$ cat src/rtl/regs_wb_sched.sv
// rtl/regs_wb_sched.sv - register-file writeback arbiter with 2-entry load FIFO and load scoreboard
module regs_wb_sched (
    input  logic        clk_i_w,
    input  logic        rst_i_w,
    input  logic        alu_vld_i_w,
    input  logic [2:0]  alu_addr_i_w,
    input  logic [15:0] alu_dat_i_w,
    output logic        alu_rdy_o_w,
    input  logic        ld_iss_i_w,
    input  logic [2:0]  ld_iss_dst_i_w,
    input  logic        ld_vld_i_w,
    input  logic [2:0]  ld_addr_i_w,
    input  logic [15:0] ld_dat_i_w,
    output logic        ld_rdy_o_w,
    input  logic        chk_vld_i_w,
    input  logic [2:0]  chk_src1_i_w,
    input  logic [2:0]  chk_src2_i_w,
    input  logic [2:0]  chk_dst_i_w,
    output logic        stall_o_w,
    output logic        w_en_o_r,
    output logic [2:0]  w_addr_o_r,
    output logic [15:0] w_dat_o_r
);

    // Slot 0 is always the FIFO head; a pop shifts slot 1 down.
    logic [1:0][2:0]  fa_q, fa_d;
    logic [1:0][15:0] fd_q, fd_d;
    logic [1:0]       cnt_q, cnt_d;
    logic [7:0][1:0]  pend_q, pend_d;
    logic             w_en_q, w_en_d;
    logic [2:0]       w_addr_q, w_addr_d;
    logic [15:0]      w_dat_q, w_dat_d;

    logic       full, gnt_fifo, gnt_alu, push, inc, dec;
    logic [1:0] tail;

    always_comb begin
        full     = (cnt_q == 2'd2);
        gnt_fifo = full || (!alu_vld_i_w && (cnt_q != 2'd0));
        gnt_alu  = !full && alu_vld_i_w;
        push     = ld_vld_i_w && !full;

        ld_rdy_o_w  = !full;
        alu_rdy_o_w = gnt_alu;
        stall_o_w   = chk_vld_i_w && ((pend_q[chk_src1_i_w] != 2'd0) ||
                                      (pend_q[chk_src2_i_w] != 2'd0) ||
                                      (pend_q[chk_dst_i_w]  != 2'd0));

        fa_d     = fa_q;
        fd_d     = fd_q;
        cnt_d    = cnt_q;
        pend_d   = pend_q;
        w_en_d   = 1'b0;
        w_addr_d = w_addr_q;
        w_dat_d  = w_dat_q;
        tail     = cnt_q;
        inc      = 1'b0;
        dec      = 1'b0;

        if (gnt_fifo) begin
            fa_d[0] = fa_q[1];
            fd_d[0] = fd_q[1];
            cnt_d   = cnt_q - 2'd1;
            tail    = cnt_q - 2'd1;
        end
        if (push) begin
            fa_d[tail[0]] = ld_addr_i_w;
            fd_d[tail[0]] = ld_dat_i_w;
            cnt_d         = cnt_d + 2'd1;
        end

        if (gnt_fifo) begin
            w_en_d   = 1'b1;
            w_addr_d = fa_q[0];
            w_dat_d  = fd_q[0];
        end else if (gnt_alu) begin
            w_en_d   = 1'b1;
            w_addr_d = alu_addr_i_w;
            w_dat_d  = alu_dat_i_w;
        end

        // Saturating counters: over-issue or spurious retire must not wrap.
        for (int r = 0; r < 8; r++) begin
            inc = ld_iss_i_w && (ld_iss_dst_i_w == 3'(r));
            dec = gnt_fifo && (fa_q[0] == 3'(r));
            if (inc && !dec && (pend_q[r] != 2'd3)) begin
                pend_d[r] = pend_q[r] + 2'd1;
            end else if (dec && !inc && (pend_q[r] != 2'd0)) begin
                pend_d[r] = pend_q[r] - 2'd1;
            end
        end
    end

    always_ff @(posedge clk_i_w or negedge rst_i_w) begin
        if (!rst_i_w) begin
            fa_q     <= '0;
            fd_q     <= '0;
            cnt_q    <= 2'd0;
            pend_q   <= '0;
            w_en_q   <= 1'b0;
            w_addr_q <= 3'd0;
            w_dat_q  <= 16'd0;
        end else begin
            fa_q     <= fa_d;
            fd_q     <= fd_d;
            cnt_q    <= cnt_d;
            pend_q   <= pend_d;
            w_en_q   <= w_en_d;
            w_addr_q <= w_addr_d;
            w_dat_q  <= w_dat_d;
        end
    end

    assign w_en_o_r   = w_en_q;
    assign w_addr_o_r = w_addr_q;
    assign w_dat_o_r  = w_dat_q;

endmodule

$ cat config.mk
export PLATFORM = sky130hd
export DESIGN_NAME = regs_wb_sched
export DESIGN_NICKNAME = d
export VERILOG_FILES = /design/src/rtl/regs_wb_sched.sv
export SDC_FILE = /design/constraint.sdc
export NUM_CORES = 1
export LEC_CHECK = 0
export CAP_MARGIN = 20
export CORE_UTILIZATION = 50
export CTS_BUF_LIST = sky130_fd_sc_hd__clkbuf_4 sky130_fd_sc_hd__clkbuf_8 sky130_fd_sc_hd__clkbuf_16
export DETAILED_ROUTE_END_ITERATION = 10
export GPL_TIMING_DRIVEN = 0
export PLACE_DENSITY = 0.74
export SETUP_SLACK_MARGIN = 0.5
export SLEW_MARGIN = 0
export SYNTH_ARGS = -nofsm -noshare
export SYNTH_HDL_FRONTEND = slang
export SYNTH_SLANG_ARGS = --single-unit
$ cat constraint.sdc
create_clock -name clk_i_w -period 3.09 [get_ports clk_i_w]
set_input_delay 0.309 -clock clk_i_w [delete_from_list [all_inputs] [get_ports clk_i_w]]
set_output_delay 0.309 -clock clk_i_w [all_outputs]
set_load 0.005 [all_outputs]
==> flow_summary.ini, run 1 <==
[status]
status = finished, final reports clean

[yosys]
synth.avg_cell_area_um2 = 10.4
ys_seq_area_share_pct = 47.2
ys.flop_type = dfrtp_1
syn_nets = 445
synth-edff-count = 0
yosysUniqueCellTypes = 46
synth_warnings = 0
synthCells = 388
synthArstFlopShare_pct = 100
synth_area_um2 = 4030
synth_seq_cells = 76

[worst_setup_path]
required_ns = 2.78
crit_path_start = alu_vld_i_w
arrival_ns = 2.18
r2r_slack_ns = 0.65
slowest_delay_ns = 0.53
worstSetupStartpointType = input pin
endpoint = alu_rdy_o_w
cp_max_fo = 10
r2r-start = cnt_q[1]$_DFF_PN0_
crit_slowest_cell = clkdlybuf4s50_1
crit_path_end_kind = output pin
rr_worst_depth = 8
criticalPathCategory = in -> out
cp_common_cell = clkdlybuf4s50_1
r2r-end = fd_q[30]$_DFFE_PN0P_
crit_path_cell_trace = clkdlybuf4s50_1 -> clkbuf_1 -> and2_1 -> clkdlybuf4s50_1

[timing]
skew_ns = 0.00787
fin_hold_ws_ns = 0.332
setup_viol = 0
fin_tns_setup_ns = 0
tightestPinTransition_ns = 0.953
rsz0062_at_grt = no
final.period_utilization_pct = 80.7
min_period_ns = 2.49
max_freq_mhz = 401
maxSlewViolCount = 0
maxSlewHeadroom_pct = 35.6
hold_viol = 0

[routing]
num_vias = 3455
route.detailed.drc = 0
drtIter0Drc = 210
ant_nets = 0
first_pass_iters = 4
wire_per_inst_um = 17.0
viasPerCell = 5.91
drt-total-wl_um = 9970

[clocking]
cts.sinks = 76
post_cts_buffers = 0
htree_levels = 3
clk_pin_slew_worst_paths_ns = 0.08
cts-root-buf = clkbuf_8
clk_path_buf_depth = 2
cts_tree = built
cts-buffers-inserted = 9
clock_latency_ns = 0.35

[floorplan]
dieArea_um2 = 8430
die_w_um = 91.8
initial_core_util_pct = 51.9
fp-row-count = 32
die_h_um = 91.8
io_pins = 79
core_area_um2 = 7770

[layout]
fin_area_um2 = 5170
drive_gt1_share_pct = 15.3
final_cells = 585
final_cell_mix = dfrtp_1, clkdlybuf4s50_1, o21ai_0, a22oi_1, mux2_2
n_antenna_cell = 0
final_nets = 536
area_growth_pct = 28.3
final_common_cell = dfrtp_1

[global_route]
grt_pass1_wl_um = 16100
use_met3_pct = 4.64
globalRouteMet1Util_pct = 33.8
gr-total-overflow = 0
antenna_found_initial = 0
grtUsageTotal_pct = 24.8
top_usage_layer = met2
met2_usage_pct = 40.5
grt_pass1_vias = 3330
grt_max_degree = 66

[flow_run]
drv_cap = 0

[place]
dp.cells = 569
port_buffers = 78
place_area_um2 = 4970
dpl.hpwl_um = 7010
place_congestion = 0.845

[power_and_ir_drop]
power.density_nw_per_um2 = 891
vdd_drop_max_mv = 0.427
leakagePower_nw = 2.08
power_mw = 4.61

[hold_path]
min_path_type = in -> async
==> sequential cells by signal (all words and copies together), names as in the netlist <==
name	cells
cnt_q	2
fd_q	32
w_dat_o_r	16
w_addr_o_r	3
pend_q	16
w_en_o_r	1
fa_q	6
==> cell type report <==
class / count / area (um2)
fillers: 622 / 2590
multi-input cells: 280 / 1990
flip-flops and latches: 76 / 1900
repair buffers: 80 / 813
plain buffers: 28 / 133
well taps: 102 / 128
clock buffers: 9 / 124
clock inverters: 6 / 66.3
inverters: 4 / 15.0
==> worst min path at each step <==
stage | end | start | slack [ns] | cells past startpoint
2_1_floorplan | cnt_q[0]$_DFF_PN0_ | rst_i_w | 0.01 | 0
3_3_place_gp | w_dat_o_r[5]$_DFFE_PN0P_ | w_dat_o_r[5]$_DFFE_PN0P_ | 0.49 | 2
3_5_place_dp | fd_q[21]$_DFFE_PN0P_ | rst_i_w | 0.17 | 1
4_1_cts | fd_q[21]$_DFFE_PN0P_ | rst_i_w | 0.33 | 2
5_1_grt | pend_q[5]$_DFFE_PN0P_ | rst_i_w | 0.34 | 2
6_report | fd_q[21]$_DFFE_PN0P_ | rst_i_w | 0.33 | 2
==> Yosys cell counts, drive strengths merged, types with 3 or more instances <==
cell type | n | area (um2)
a21oi | 26 | 130
a22oi | 34 | 255
and2 | 3 | 18.8
and4b | 3 | 30.0
buf | 13 | 68.8
clkbuf | 15 | 58.8
dfrtp | 76 | 1900
inv | 4 | 15.0
mux2 | 34 | 383
mux2i | 27 | 270
nand2 | 27 | 101
nand3b | 10 | 75.1
nor2 | 12 | 45.0
nor3 | 9 | 50.1
nor3b | 10 | 75.1
nor4 | 3 | 18.8
nor4bb | 3 | 30.0
o21ai | 55 | 279
==> cell families after synthesis <==
group | count (synthesis) | synth area share, %
buffers and inverters | 32 | 3.54
AOI/OAI and AO/OA | 126 | 18.7
xor gates and xnor gates | 1 | 0.217
and+or+nand+nor | 89 | 12.7
DFF | 76 | 47.2
muxes | 63 | 17.4
adders and majority gates | 1 | 0.310
==> power by group <==
part / total [mW] / internal, mW / switching (mW)
Sequential: 1.85 / 1.49 / 0.359
Combinational: 2.01 / 1.05 / 0.961
Clock: 0.743 / 0.368 / 0.376
==> layer usage <==
layer | routed length [um] | vias up
met5 | 0 | -
met4 | 142 | 0
met3 | 544 | 15
met2 | 4670 | 96
met1 | 4620 | 1703
li1 | - | 1641
==> metrics by stage <==
stage | utilization, % | setup slack (ns)
after floorplan | - | 1.06
after global placement | 63.6 | -1.02
after detailed placement | 63.9 | 0.455
after CTS | 66.6 | 0.630
after global routing | 66.6 | 0.507
final | 66.6 | 0.597
==> critical path: cells and delay by family <==
kind | cells | cell delay, ns
buffers and inverters | 3 | 1.56
AND/OR/NAND/NOR | 1 | 0.30
==> repair_timing <==
item / CTS / global route
endpoints found under the setup margin: 1 / 0
gates resized for setup: 7 / 0
hold buffers: 1 / 0
endpoints found under the hold margin: 11 / 0
Note: power is estimated with default switching activity, not from simulation.
==> inputs of run 2 (changes only) <==
--- a/config.mk
+++ b/config.mk
@@ -6,11 +6,11 @@
 export NUM_CORES = 1
 export LEC_CHECK = 0
 export CAP_MARGIN = 20
-export CORE_UTILIZATION = 50
+export CORE_UTILIZATION = 47
 export CTS_BUF_LIST = sky130_fd_sc_hd__clkbuf_4 sky130_fd_sc_hd__clkbuf_8 sky130_fd_sc_hd__clkbuf_16
 export DETAILED_ROUTE_END_ITERATION = 10
 export GPL_TIMING_DRIVEN = 0
-export PLACE_DENSITY = 0.74
+export PLACE_DENSITY = 0.73
 export SETUP_SLACK_MARGIN = 0.5
 export SLEW_MARGIN = 0
 export SYNTH_ARGS = -nofsm -noshare
==> constraint.sdc (replaced) <==
create_clock -name clk_i_w -period 2.1 [get_ports clk_i_w]
set_input_delay 0.21 -clock clk_i_w [delete_from_list [all_inputs] [get_ports clk_i_w]]
set_output_delay 0.21 -clock clk_i_w [all_outputs]
set_load 0.005 [all_outputs]
==> run 2 against run 1 <==
Compared with the run above: the flow now finishes with violations (negative setup slack); critical path depth rose by 1; sequential power rose by 56%; final cell count rose by 8.2%; clock skew rose by 0.0033 ns; die area rose by 6.2%; sequential share of layout area fell by 6.6 points; design area rose by 22%; critical path type is now reg -> out; critical endpoint is now stall_o_w; largest cell class unchanged; highest routed layer unchanged.
==> flow_summary.ini, run 2 (synthesized netlist as in run 1, its figures left out) <==
[status]
status = finished with violations
violations = negative setup slack

[layout]
multi_input_area_um2 = 2440
layout.area.seq_um2 = 1900
final_common_cell = dfrtp_1
top_register = fd_q
final_cell_mix = dfrtp_1, clkdlybuf4s50_1, o21ai_1, buf_6, mux2i_1
n_antenna_cell = 0
largest_register_ffs = 32
area_growth_pct = 56.6
drive_gt1_share_pct = 36.7
fin_area_um2 = 6320
final_nets = 580
n_fill_cell = 495
final_cells = 633

[routing]
ant_nets = 0
drt-total-wl_um = 13400
num_vias = 3884
viasPerCell = 6.14
drtIter0Drc = 280
route.detailed.drc = 0
wire_per_inst_um = 21.2
first_pass_iters = 5

[worst_setup_path]
worstSetupStartpointType = flip-flop
crit_slowest_cell = or4_1
crit_path_end_kind = output pin
arrival_ns = 2.00
crit_path_start = pend_q[4]$_DFFE_PN0P_
crit_path_cell_trace = nor2_2 -> a21oi_1 -> or4_1 -> o31a_1 -> buf_2
required_ns = 1.89
criticalPathCategory = reg -> out
slowest_delay_ns = 0.50
cp_max_fo = 7
r2r-start = cnt_q[0]$_DFF_PN0_

[clocking]
clock_latency_ns = 0.35
cts.sinks = 76
htree_levels = 3
cts-buffers-inserted = 9
clk_path_buf_depth = 2
clk_pin_slew_worst_paths_ns = 0.08
cts-root-buf = clkbuf_8
cts_tree = built

[timing]
setup_viol = 1
tightestPinTransition_ns = 0.528
skew_ns = 0.0112
worst_slack_ns = -0.111
fin_hold_ws_ns = 0.223
hold_viol = 0
rsz0062_at_grt = yes
min_period_ns = 2.21
maxSlewHeadroom_pct = 64.8
maxSlewViolCount = 0
max_freq_mhz = 452
final.period_utilization_pct = 105

[global_route]
gr-total-overflow = 0
grtUsageTotal_pct = 27.4
antenna_found_initial = 0
grt_pass1_wl_um = 18500
grt_pass1_vias = 3761
grt_max_degree = 72

[power_and_ir_drop]
switchingPower_mw = 3.36
vdd_drop_max_mv = 0.713
p_int_mw = 5.55
p_comb_share_pct = 54.5
power.density_nw_per_um2 = 1410
leakagePower_nw = 2.62
p_seq_share_pct = 32.3
swShare_pct = 37.7
p_clk_share_pct = 13.1

[place]
dp.cells = 572
dp_slack_ns = -0.347
dpl.hpwl_um = 7280
place_area_um2 = 5020
port_buffers = 78
place_congestion = 0.819

[floorplan]
die_w_um = 94.6
die_h_um = 94.6
dieArea_um2 = 8950
initial_core_util_pct = 48.8
core_area_um2 = 8260
fp-row-count = 33
io_pins = 79

[hold_path]
min_path_type = in -> async

[flow_run]
drv_cap = 0
[run 2: metrics by stage]
step                power (mW)  setup TNS (ns)  utilization (%)
floorplan                 4.59               0                -
global placement          5.63         -145.50             60.5
detailed placement        5.78          -0.540             60.8
CTS                       7.84         -0.0921             70.0
global route              9.33          -0.201             76.5
finish                    8.91          -0.111             76.5
[run 2: worst max-delay path, delay by kind of cell (launching register included)]
| family | cells | cell delay, ns |
|---|---|---|
| buffers and inverters | 1 | 0.12 |
| AO/OA/AOI/OAI | 2 | 0.35 |
| AND/OR/NAND/NOR | 2 | 0.70 |
| flip-flops | 1 | 0.48 |
[run 2: final timing paths]
| path | to | slack [ns] | cells past startpoint |
|---|---|---|---|
| setup / recovery | stall_o_w | -0.11 | 5 |
| setup reg to reg | fd_q[24]$_DFFE_PN0P_ | 0.21 | 10 |
| max in group asynchronous | w_dat_o_r[14]$_DFFE_PN0P_ | 1.30 | 3 |
| min in group clk_i_w | w_dat_o_r[5]$_DFFE_PN0P_ | 0.43 | 3 |
| hold reg to reg | fd_q[27]$_DFFE_PN0P_ | 0.52 | 1 |
| hold / removal | pend_q[3]$_DFFE_PN0P_ | 0.22 | 2 |
[run 2: cell type report]
class	count	share of cell area, %
clock inverters	4	0.753
inverters	4	0.317
repair buffers	124	21.4
plain buffers	28	4.16
well taps	105	2.08
flip-flops and latches	76	30.1
clock buffers	12	2.52
multi-input cells	280	38.6
[run 2: power groups by stage]
stage	logic [mW]	clock network, mW	registers [mW]
CTS	3.91	1.17	2.75
finish	4.86	1.17	2.88
global placement	2.91	0	2.72
detailed placement	3.02	0	2.76
global route	5.14	1.25	2.94
floorplan	1.97	0	2.62
[run 2: repair_timing]
item                                   4_1_cts  5_1_grt
gates cloned                                 4        2
pin swaps                                    9       44
resized for setup                          109      116
buffers inserted                            20       18
setup endpoints to repair                   58       69
endpoints found under the hold margin       76        0
hold buffers                                 1        0
[run 2: metal layers]
layer	routed length [um]	vias up	track usage (%)
met2	6830	185	46.6
met1	5250	1932	34.1
met5	0	-	0
met4	490	0	12.4
li1	-	1725	-
met3	828	42	4.43
==> inputs of run 3 (changes only) <==
--- a/config.mk
+++ b/config.mk
@@ -6,11 +6,12 @@
 export NUM_CORES = 1
 export LEC_CHECK = 0
 export CAP_MARGIN = 20
+export CORE_ASPECT_RATIO = 0.7
 export CORE_UTILIZATION = 47
 export CTS_BUF_LIST = sky130_fd_sc_hd__clkbuf_4 sky130_fd_sc_hd__clkbuf_8 sky130_fd_sc_hd__clkbuf_16
 export DETAILED_ROUTE_END_ITERATION = 10
 export GPL_TIMING_DRIVEN = 0
-export PLACE_DENSITY = 0.73
+export PLACE_DENSITY = 0.79
 export SETUP_SLACK_MARGIN = 0.5
 export SLEW_MARGIN = 0
 export SYNTH_ARGS = -nofsm -noshare
==> run 3 against run 2 <==
Compared with the run above: setup slack gained 0.041 ns; clock power grew 37%; sequential cell count is the same; register-to-register slack gained 0.12 ns; sequential power grew 3%; clock-buffer cell count shrank 2; via count shrank 4.9%; the run still ends with negative setup slack left; final cell count shrank 4.3%.
==> flow_summary.ini, run 3 (synthesized netlist as in run 1, its figures left out) <==
[timing]
hold_viol = 0
maxSlewViolCount = 0
setup_viol = 1
skew_ns = 0.0100
maxSlewHeadroom_pct = 65.9
min_period_ns = 2.17
tightestPinTransition_ns = 0.510
final.period_utilization_pct = 103
rsz0062_at_grt = yes
worst_slack_ns = -0.0705
max_freq_mhz = 461

[clocking]
clk_path_buf_depth = 2
cts-root-buf = clkbuf_16
htree_levels = 3
clock_latency_ns = 0.34
cts_tree = built
cts-buffers-inserted = 9
clk_pin_slew_worst_paths_ns = 0.07
cts.sinks = 76

[power_and_ir_drop]
switchingPower_mw = 3.23
swShare_pct = 37.2
vdd_drop_max_mv = 0.715
p_comb_share_pct = 47.6
p_seq_share_pct = 34.1
leakagePower_nw = 2.45
p_clk_share_pct = 18.4
p_int_mw = 5.45
power.density_nw_per_um2 = 1450

[worst_setup_path]
crit_path_end_kind = output pin
arrival_ns = 1.96
r2r-start = cnt_q[0]$_DFF_PN0_
worstSetupStartpointType = input pin
r2r-end = fd_q[16]$_DFFE_PN0P_
cp_max_fo = 8
criticalPathCategory = in -> out
r2r_slack_ns = 0.33
required_ns = 1.89
rr_worst_depth = 9

[global_route]
antenna_found_initial = 0
grt_pass1_vias = 3521
gr-total-overflow = 0
grt_pass1_wl_um = 18600
grtUsageTotal_pct = 27.7
grt_max_degree = 64

[flow_run]
drv_cap = 0

[hold_path]
min_path_type = in -> async

[routing]
first_pass_iters = 5
ant_nets = 0
drt-total-wl_um = 12400
num_vias = 3692
route.detailed.drc = 0
drtIter0Drc = 265
wire_per_inst_um = 20.5
viasPerCell = 6.09

[place]
dpl.hpwl_um = 7790
dp_slack_ns = -0.341
port_buffers = 78
place_congestion = 0.835

[layout]
final_nets = 557
fin_util_pct = 74.0
drive_gt1_share_pct = 29.3
top_register = fd_q
final_cell_mix = clkdlybuf4s50_1, dfrtp_1, o21ai_0, a22oi_1, a21oi_1
n_antenna_cell = 0
largest_register_ffs = 32
area_growth_pct = 48.1
final_common_cell = clkdlybuf4s50_1

[floorplan]
die_w_um = 113
dieArea_um2 = 8960
initial_core_util_pct = 49.9
die_h_um = 79.5
fp-row-count = 27
core_area_um2 = 8070
io_pins = 79

[status]
violations = negative setup slack
status = finished with violations
## run 3: worst max-delay path by stage
stage,start,slack (ns),end
after floorplan,cnt_q[0]$_DFF_PN0_,0.38,fa_q[3]$_DFFE_PN0P_
after global placement,rst_i_w,-1.79,w_dat_o_r[10]$_DFFE_PN0P_
after detailed placement,chk_src1_i_w[0],-0.34,stall_o_w
after CTS,pend_q[2]$_DFFE_PN0P_,-0.09,stall_o_w
after global routing,chk_dst_i_w[1],-0.11,stall_o_w
final,chk_dst_i_w[1],-0.07,stall_o_w
## run 3: final cells by class
| cell class | instances | area [um2] |
|---|---|---|
| timing repair buffer | 101 | 1040 |
| tap | 101 | 126 |
| fill | 506 | 2100 |
| multi-input combinational | 280 | 2320 |
| buffer | 28 | 253 |
| sequential | 76 | 1910 |
| clock buffer | 10 | 233 |
| clock inverter | 6 | 71.3 |
| inverter | 4 | 20.0 |
## run 3: critical path: stages
cell and delay, ns:
clkdlybuf4s50_1 0.67, nor3b_2 0.26, o21ai_0 0.13, a32o_1 0.29, o31a_1 0.29, buf_2 0.12
## run 3: power groups by stage
| stage | sequential (mW) | combinational, mW | clock (mW) |
|---|---|---|---|
| 6_report | 2.96 | 4.13 | 1.60 |
| 2_1_floorplan | 2.62 | 1.97 | 0 |
| 4_1_cts | 2.84 | 3.65 | 1.60 |
| 3_5_place_dp | 2.84 | 3.00 | 0 |
| 5_1_grt | 3.03 | 4.42 | 1.68 |
| 3_3_place_gp | 2.78 | 2.86 | 0 |
## run 3: per-stage QoR
stage | TNS [ns] | power, mW | hold slack, ns | instances | area (um2)
after global routing | -0.112 | 9.13 | 0.271 | 606 | 5970
after detailed placement | -0.554 | 5.84 | 0.0797 | 568 | 5010
after CTS | -0.0880 | 8.09 | 0.262 | 602 | 5720
after global placement | -136.35 | 5.64 | 0.488 | 567 | 4990
final | -0.0705 | 8.69 | 0.263 | 606 | 5970
after floorplan | 0 | 4.59 | -0.0856 | 388 | 4080
## run 3: layer usage
metal	vias up	share of wire [%]	track usage [%]
met2	144	46	41.5
met3	20	7.1	6.91
met5	-	0	0
li1	1684	-	-
met4	0	1.5	8.13
met1	1844	45	39.6
## run 3: what timing repair did
action                                  in CTS  in global routing
gates resized for setup                     88                 68
endpoints found under the hold margin       13                  0
setup buffers                               16                  2
gates cloned                                 1                  2
endpoints found under the setup margin      58                 59
hold buffers                                 1                  0
pin swaps                                    9                 12
